File: config.mk
export PLATFORM = sky130hd
export DESIGN_NAME = serial_subtractor
export DESIGN_NICKNAME = d
export VERILOG_FILES = /design/src/rtl/serial_subtractor.sv
export SDC_FILE = /design/constraint.sdc
export NUM_CORES = 1
export LEC_CHECK = 0
export CORE_MARGIN = 5
export CORE_UTILIZATION = 51
export DETAILED_ROUTE_END_ITERATION = 6
export PLACE_DENSITY = 0.78
export SLEW_MARGIN = 20
export SYNTH_ARGS = -nofsm -noshare
export SYNTH_HDL_FRONTEND = slang
export SYNTH_SLANG_ARGS = --single-unit
File: constraint.sdc
create_clock -name clk -period 1.56 [get_ports clk]
set_clock_uncertainty 0.15 [all_clocks]
set_input_delay 0.312 -clock clk [delete_from_list [all_inputs] [get_ports clk]]
set_output_delay 0.312 -clock clk [all_outputs]
set_load 0.01 [all_outputs]
File: src/rtl/serial_subtractor.sv
// Bit-serial unsigned subtractor: one full-subtractor cell and a borrow flop
// produce a - b - borrow_in LSB first, one bit per clock.
module serial_subtractor #(
    parameter int WIDTH = 8
) (
    input  logic             clk,
    input  logic             rst,
    input  logic             start,
    input  logic [WIDTH-1:0] a,
    input  logic [WIDTH-1:0] b,
    input  logic             borrow_in,
    output logic             busy,
    output logic             done,
    output logic [WIDTH-1:0] diff,
    output logic             borrow_out
);
    localparam int CW = $clog2(WIDTH);

    typedef enum logic {IDLE, SHIFT} state_t;

    state_t           state, state_nxt;
    logic [WIDTH-1:0] a_sr, b_sr;
    logic [WIDTH-2:0] res_sr;
    logic [WIDTH-1:0] res_nxt;
    logic             br;
    logic [CW-1:0]    cnt;
    logic             bit_d, bit_br, last_bit;

    always_comb begin
        bit_d     = a_sr[0] ^ b_sr[0] ^ br;
        bit_br    = (~a_sr[0] & b_sr[0]) | (~(a_sr[0] ^ b_sr[0]) & br);
        // result fills from the MSB side; after the last bit it is fully aligned
        res_nxt   = {bit_d, res_sr};
        last_bit  = (cnt == CW'(WIDTH - 1));
        state_nxt = state;
        case (state)
            IDLE:  if (start)    state_nxt = SHIFT;
            SHIFT: if (last_bit) state_nxt = IDLE;
        endcase
    end

    always_ff @(posedge clk) begin
        if (rst) state <= IDLE;
        else     state <= state_nxt;
    end

    always_ff @(posedge clk) begin
        if (rst) begin
            a_sr       <= '0;
            b_sr       <= '0;
            res_sr     <= '0;
            br         <= 1'b0;
            cnt        <= '0;
            busy       <= 1'b0;
            done       <= 1'b0;
            diff       <= '0;
            borrow_out <= 1'b0;
        end else begin
            done <= 1'b0;
            case (state)
                IDLE: if (start) begin
                    a_sr <= a;
                    b_sr <= b;
                    br   <= borrow_in;
                    cnt  <= '0;
                    busy <= 1'b1;
                end
                SHIFT: begin
                    a_sr   <= a_sr >> 1;
                    b_sr   <= b_sr >> 1;
                    res_sr <= res_nxt[WIDTH-1:1];
                    br     <= bit_br;
                    cnt    <= cnt + CW'(1);
                    if (last_bit) begin
                        diff       <= res_nxt;
                        borrow_out <= bit_br;
                        done       <= 1'b1;
                        busy       <= 1'b0;
                        cnt        <= '0;
                    end
                end
            endcase
        end
    end
endmodule

; ---- Word-level counts from Yosys, hierarchy flattened
; Index checks and enable logic that the tools add are counted.
[word_totals]
register_bits = 39
[classes]
addsub = 1
eq_ne = 3
mux = 16
n_bitwise = 8
n_reduce_logical = 3
[op_table]
columns = operator, n
row1 = $pmux W8 S2, 2
row2 = $mux W8, 2
row3 = $mux W1, 6
row4 = $mux W3, 2
row5 = $pmux W1 S2, 3
row6 = $pmux W3 S2, 1
row7 = $reduce_and A2 Y1, 2
row8 = $add A3 B1 Y3 const B, 1
row9 = $eq A3 B3 Y1 const B, 1
row10 = $not A1 Y1, 3
row11 = $and A1 B1 Y1, 2
row12 = $ne A2 B1 Y1 const B, 1
row13 = $ne A2 B2 Y1 const B, 1
row14 = $reduce_or A2 Y1, 1
row15 = $xor A1 B1 Y1, 2
row16 = $or A1 B1 Y1, 1

; ---- Depth between registers and ports, before layout
; Gate-level depths: netlist of the first run.
[depth]
word_depth = 5
depth_mapped = 6
ltp_nobuf = 4

; ---- Worst setup path before layout of the first run
; OpenSTA, ideal clock, no wires.
[synth_timing]
path_type = flip-flop to flip-flop
startpoint = register cnt[0]
endpoint = register borrow_out
setup_time_ns = 0.128
arrival_time_ns = 1.157
t_required_ns = 1.282
setup_slack_ns = 0.125
stages_incl_launch_ff = 7
n_path_buf = 2
period_less_slack_ns = 1.435
path_cell_list = dfxtp_1 -> ha_1 -> ha_1 -> buf_4 -> buf_4 -> a21oi_1 -> a311oi_1
[synth_via]
elab_chain_len = 2
[synth_lines]
columns = element, line
row1 = from (decl), 26  ; logic [CW-1:0] cnt;
row2 = from (signal assigned), 73  ; cnt <= cnt + CW'(1);
row3 = $eq A3 B3 Y1, 34  ; last_bit = (cnt == CW'(WIDTH - 1));
row4 = $reduce_and A2 Y1 (no line), --
row5 = to (signal assigned), 76  ; borrow_out <= bit_br;
row6 = to (decl), 15  ; output logic borrow_out
; No other way between the ends.
; A chain may end at the register's enable or synchronous reset.

; ---- Worst setup path after layout of the first run
[layout_timing]
startpoint = register cnt[0]
endpoint = register cnt[0]
[layout_via]
elab_chain_len = 3
elab_cells_between_ends = 4
classes_between = add/sub (1) / eq/ne (1) / mux (2)
[layout_lines]
columns = element, line
row1 = $eq A3 B3 Y1, 34
row2 = named net last_bit, 27  ; logic bit_d, bit_br, last_bit;
row3 = $mux W3, 74  ; if (last_bit) begin
row4 = $pmux W3 S2, 60  ; case (state)
; The timed path passes the listed nets, and every way through them passes these cells.

==> flow_summary.toml, run 1 <==
[sta]
fmax_mhz = 662
final.period_utilization = 0.968
finalSetupTns_ns = 0
finalMaxSlewViolations = 0
timing.final.hold_violations = 0
fin_crit_ns = 1.51
hold-worst-slack_ns = 0.333
setup_viol = 0
rsz0062_at_grt = "no"
slew_headroom = 0.717
worst_pin_slew_ns = 0.425

[cts]
holdBufCountCts = 0
cts_buffer_depth = 2
h-tree-depth = 2
cts_sinks = 39
cts_tree = "built"
clk_pin_slew_worst_paths_ns = 0.12
cts_root_buf = "clkbuf_4"
numCtsBuffers = 5
clock_latency_ns = 0.34

[floorplan]
core_um2 = 3310
rows = 21
fp.dieH_um = 68.4
dieArea_um2 = 4670
pin_count = 31
die_x_um = 68.4
start_util = 0.525

[global_routing]
grt_max_degree = 40
grt_usage = 0.165
grt_pass1_vias = 1343
antenna_found_initial = 0
grt_pass1_wl_um = 5730
grt_overflow = 0

[worst_setup_path]
endpoint_kind = "register"
worstPathCellList = "ha_1 > ha_1 > or3b_1 > a21oi_2"
start_kind = "register"
crit_path_max_fanout = 3
criticalPathCategory = "register to register"
slowest_delay_ns = 0.38
arrival_ns = 1.65
crit_top_cell = "ha_1"
worstPathRequired_ns = 1.70
crit_slowest_cell = "or3b_1"

[power_and_ir_drop]
p_per_area_nw_per_um2 = 871
p_leak_nw = 0.882
vdd_drop_max_v = 0.000430

[routing]
drt-initial-drc-count = 96
finalWirelength_um = 3360
avgRoutedWirePerCell_um = 13.8
final_antenna_net_count = 0
drt-vias-per-instance = 5.21
firstDrtPassIters = 4
detailroute.via_count = 1267
route.detailed.drc = 0

[place]
hpwlAfterDp_um = 2390
place.gp.congestion = 0.722
io_buffers = 30

[flow_run]
drv_cap = 0

[status]
status = "finished clean"

[cells_and_area]
drive_above_1_share = 0.147
multi_input_area_um2 = 841
layout_common_cells = "dfxtp_1, mux2i_1, clkdlybuf4s50_1"
area_growth_pct = 22.9
fin_nets = 220
fillCellCount = 294
seq_area_um2 = 782
antenna_cells = 0
layout_commonest_cell = "dfxtp_1"

[synthesis]
syn_avg_cell_area_um2 = 10.4
ys_ff_latch = 39
synth_area_um2 = 1740
synthCells = 167
synth_cell_types = 24
ys_seq_area_frac = 0.450
syn-num-nets = 191
ys_warn_count = 0

[min_path]
hold_path_class = "register to register"
registers in the layout, summed over array words and instances (netlist names):
name and flops:
a_sr 8, b_sr 8, diff 8, res_sr 7
cnt 3, borrow_out 1, br 1, busy 1
done 1, state 1
worst max-delay path, delay by kind of cell (launching register included):
| family | cells | cell delay [ns] |
|---|---|---|
| AO/OA/AOI/OAI | 1 | 0.13 |
| AND/OR/NAND/NOR | 1 | 0.38 |
| flip-flops | 1 | 0.35 |
| adder cells (fa/ha/maj) | 2 | 0.45 |
final timing paths:
| check | start | endpoint | slack [ns] | cells past startpoint |
|---|---|---|---|---|
| max | cnt[0] | cnt[0] | 0.05 | 4 |
| min | res_sr[0] | diff[0] | 0.33 | 2 |
| max reg2reg | cnt[0] | cnt[0] | 0.05 | 4 |
| min reg2reg | res_sr[0] | diff[0] | 0.33 | 2 |
synthesized netlist by cell type:
library cell	n	area share
nor2b_1	14	0.050
ha_1	3	0.022
dfxtp_1	39	0.45
clkbuf_1	3	0.0065
o21bai_1	1	0.0043
nand2b_1	3	0.011
nor2_1	8	0.017
a21o_1	1	0.0043
fa_1	1	0.012
mux2i_1	24	0.14
buf_2	4	0.012
nor3_1	2	0.0058
a211oi_1	10	0.043
or3b_1	4	0.020
a21oi_2	1	0.0050
a211oi_2	4	0.029
a21bo_2	8	0.046
a21oi_1	14	0.040
a311oi_1	1	0.0050
buf_6	4	0.026
nand3_1	8	0.023
inv_1	3	0.0065
nand2_1	3	0.0065
buf_4	4	0.017
layer usage:
layer | vias to the layer above | track usage | part of all wire | routed length (µm)
met1 | 592 | 0.178 | 0.42 | 1430
li1 | 645 | - | - | -
met5 | - | 0 | 0 | 0
met4 | 0 | 0.0918 | 0.020 | 68
met2 | 24 | 0.285 | 0.51 | 1720
met3 | 6 | 0.0493 | 0.043 | 145
through the flow:
stage / cells / setup slack, ns / total power, mW / utilization / cell area, µm²
final: 243 / 0.0494 / 1.86 / 0.645 / 2130
after global routing: 243 / 0.0105 / 1.97 / 0.645 / 2130
after CTS: 242 / 0.0564 / 1.88 / 0.641 / 2120
after detailed placement: 234 / -0.150 / 1.39 / 0.629 / 2080
after global placement: 234 / -0.0753 / 1.37 / 0.629 / 2080
after floorplan: 167 / 0.125 / 1.29 / - / 1740
timing repair:
item,4_1_cts,5_1_grt
gates resized for setup,12,2
endpoints found under the setup margin,11,8
pin swaps,0,1
buffers inserted,0,1
area by class of cell:
class | count | share of cell area
inverter | 3 | 0.00703
clock inverter | 1 | 0.00234
tap | 46 | 0.0270
sequential | 39 | 0.366
timing repair buffer | 37 | 0.182
clock buffer | 7 | 0.0211
multi-input combinational | 110 | 0.394
power breakdown:
part           switching, mW  total, mW  internal [mW]  leakage [nW]
logic                  0.129      0.284          0.155         0.534
clock network          0.315      0.491          0.176        0.0293
registers             0.0362       1.08           1.05         0.319
logic make-up after synthesis:
logic type	synth area share
AND/OR/NAND/NOR	0.134
AO/OA/AOI/OAI	0.177
flip-flops	0.450
multiplexers	0.138
buffers and inverters	0.0677
adder cells (fa/ha/maj)	0.0331
Power figures use the tool's default switching activity.
==> inputs of run 2 (changes only) <==
ABC_AREA = 1   (was unset)
CORE_UTILIZATION = 50   (was 51)
PLACE_DENSITY = 0.82   (was 0.78)
SETUP_SLACK_MARGIN = 0.02   (was unset)
==> run 2 against run 1 <==
  * Combinational power decreased by 19%
  * Total power increased by 14%
  * Global-route usage decreased by 0.10 points
  * Count of clock-buffer cells in the layout decreased by 1
  * Synthesized area decreased by 6.0%
  * Synthesized cell count increased by 35%
  * Worst setup slack improved by 0.094 ns
  * First-iteration DRC count increased by 70%
  * Non-clock buffer count increased by 1
  * Largest cell class is now flip-flops and latches
  * Highest routed layer unchanged
==> flow_summary.toml, run 2 <==
[status]
status = "finished clean"

[synthesis]
synth_cell_types = 18
synthCells = 225
syn_avg_cell_area_um2 = 7.26
synthTopCellsByCount = "nand2_1, dfxtp_1, nand3_1"
ys_ff_latch = 39
ys_warn_count = 0
synth_ff_type = "dfxtp_1"
synth.area.top_cells = "dfxtp_1, nand2_1, nand3_1"
synth_most_common_cell = "nand2_1"
ys_seq_area_frac = 0.478
synth.top_cell.area_share = 0.478
synthArstFlopShare = 0
synth-edff-count = 0
syn-num-nets = 249
yosysTopAreaCell = "dfxtp_1"
synth_area_um2 = 1630

[cells_and_area]
layout_common_cells = "nand2_1, dfxtp_1, nand3_1"
antenna_cells = 0
fin_util = 0.667
fin_nets = 281
area_growth_pct = 26.7
layout_commonest_cell = "nand2_1"
reg_top3 = "a_sr x8, b_sr x8, diff x8"
drive_above_1_share = 0.0775

[sta]
rsz0062_at_grt = "yes"
timing.final.hold_violations = 0
final.period_utilization = 0.908
fmax_mhz = 706
setup_viol = 0
fin_crit_ns = 1.42
finalMaxSlewViolations = 0
worst_pin_slew_ns = 0.376
slew_headroom = 0.749

[place]
hpwlAfterDp_um = 2190
place.gp.congestion = 0.779
io_buffers = 30

[global_routing]
antenna_found_initial = 0
grt_max_degree = 24
grt_pass1_wl_um = 5670
grt_pass1_vias = 1336
grt_usage = 0.164
grt_overflow = 0

[worst_setup_path]
worstPathCellList = "dlygate4sd2_1"
arrival_ns = 0.95
crit_slowest_cell = "dfxtp_1"
endpoint_kind = "primary output"
reg2reg_slack_ns = 0.20
crit_path_max_fanout = 2
slowest_delay_ns = 0.35
cp_num_buf_inv = 1
worstPathRequired_ns = 1.10
start_kind = "register"
crit_family = "flip-flops"
criticalPathCategory = "register to primary output"

[cts]
h-tree-depth = 2
cts_tree = "built"
clk_pin_slew_worst_paths_ns = 0.11
clock_latency_ns = 0.34
post_cts.repair.setup_buffers = 0
numCtsBuffers = 5
cts_sinks = 39
cts_buffer_depth = 2
cts_root_buf = "clkbuf_4"

[floorplan]
dieArea_um2 = 4510
start_util = 0.526
core_um2 = 3100
pin_count = 31
fp.dieH_um = 67.1
die_x_um = 67.1
rows = 20

[power_and_ir_drop]
p_per_area_nw_per_um2 = 1030
p_leak_nw = 1.03
total_power_mw = 2.13
vdd_drop_max_v = 0.000804

[routing]
route.detailed.drc = 0
detailroute.via_count = 1444
finalWirelength_um = 3180
avgRoutedWirePerCell_um = 10.5
drt-initial-drc-count = 163
final_antenna_net_count = 0
firstDrtPassIters = 6
drt-vias-per-instance = 4.78

[min_path]
hold_path_class = "register to register"

[flow_run]
drv_cap = 0
## run 2: cell types whose count changed after synthesis, moves of 8 or more
| cell | change |
|---|---|
| o21ai_0 | +9 |
| mux2i_1 | -24 |
| nand3_1 | +22 |
| a21bo_2 | -8 |
| a211oi_1 | -10 |
| inv_1 | +17 |
| nand2_1 | +69 |
| nor2b_1 | -14 |
| nor2_1 | +12 |
## run 2: metal layers
metal	wire length (µm)	global-route usage
met2	1540	0.280
met1	1440	0.195
met4	53	0.0759
met5	0	0
met3	145	0.0366
## run 2: area by class of cell
class / count / area, µm²
Sequential cell: 39 / 782
Tap cell: 44 / 55.1
Fill cell: 292 / 1030
Inverter: 22 / 85.1
Multi-Input combinational cell: 151 / 686
Clock buffer: 6 / 41.3
Clock inverter: 2 / 60.1
Timing Repair Buffer: 38 / 359
## run 2: cells by family (layout without fill, tap and decap cells)
family                   Yosys count  in the layout  share of synthesized area
buffers and inverters             35             68                      0.102
adder cells (fa/ha/maj)            4              4                     0.0353
AND/OR/NAND/NOR                  125            125                      0.317
flip-flops                        39             39                      0.478
AO/OA/AOI/OAI                     22             22                     0.0674
## run 2: path summary, 6_finish.rpt
kind                            startpoint      end  depth (start not counted)
worst max register to register      cnt[0]  diff[0]                          6
worst min-delay path               diff[5]  diff[5]                          2
worst min register to register     diff[5]  diff[5]                          2
worst max-delay path               diff[1]  diff[1]                          1
## run 2: timing repair
action | CTS | global route
resized for setup | 11 | 2
setup endpoints to repair | 11 | 16
hold buffers | 0 | 0
## run 2: metrics by stage
stage               hold slack (ns)  instance area [µm²]  worst slack (ns)  cells  setup TNS (ns)
global placement              0.303                 1980            0.0202    294               0
detailed placement            0.305                 1980          -0.00949    294         -0.0154
CTS                           0.320                 2060             0.117    302               0
global route                  0.350                 2070            0.0196    302               0
finish                        0.317                 2070             0.143    302               0
floorplan                     0.293                 1630             0.274    225               0
## run 2: power breakdown
part           switching (mW)  internal (mW)
sequential             0.0317           1.04
combinational           0.117          0.113
clock                   0.322          0.500
total                   0.470           1.66
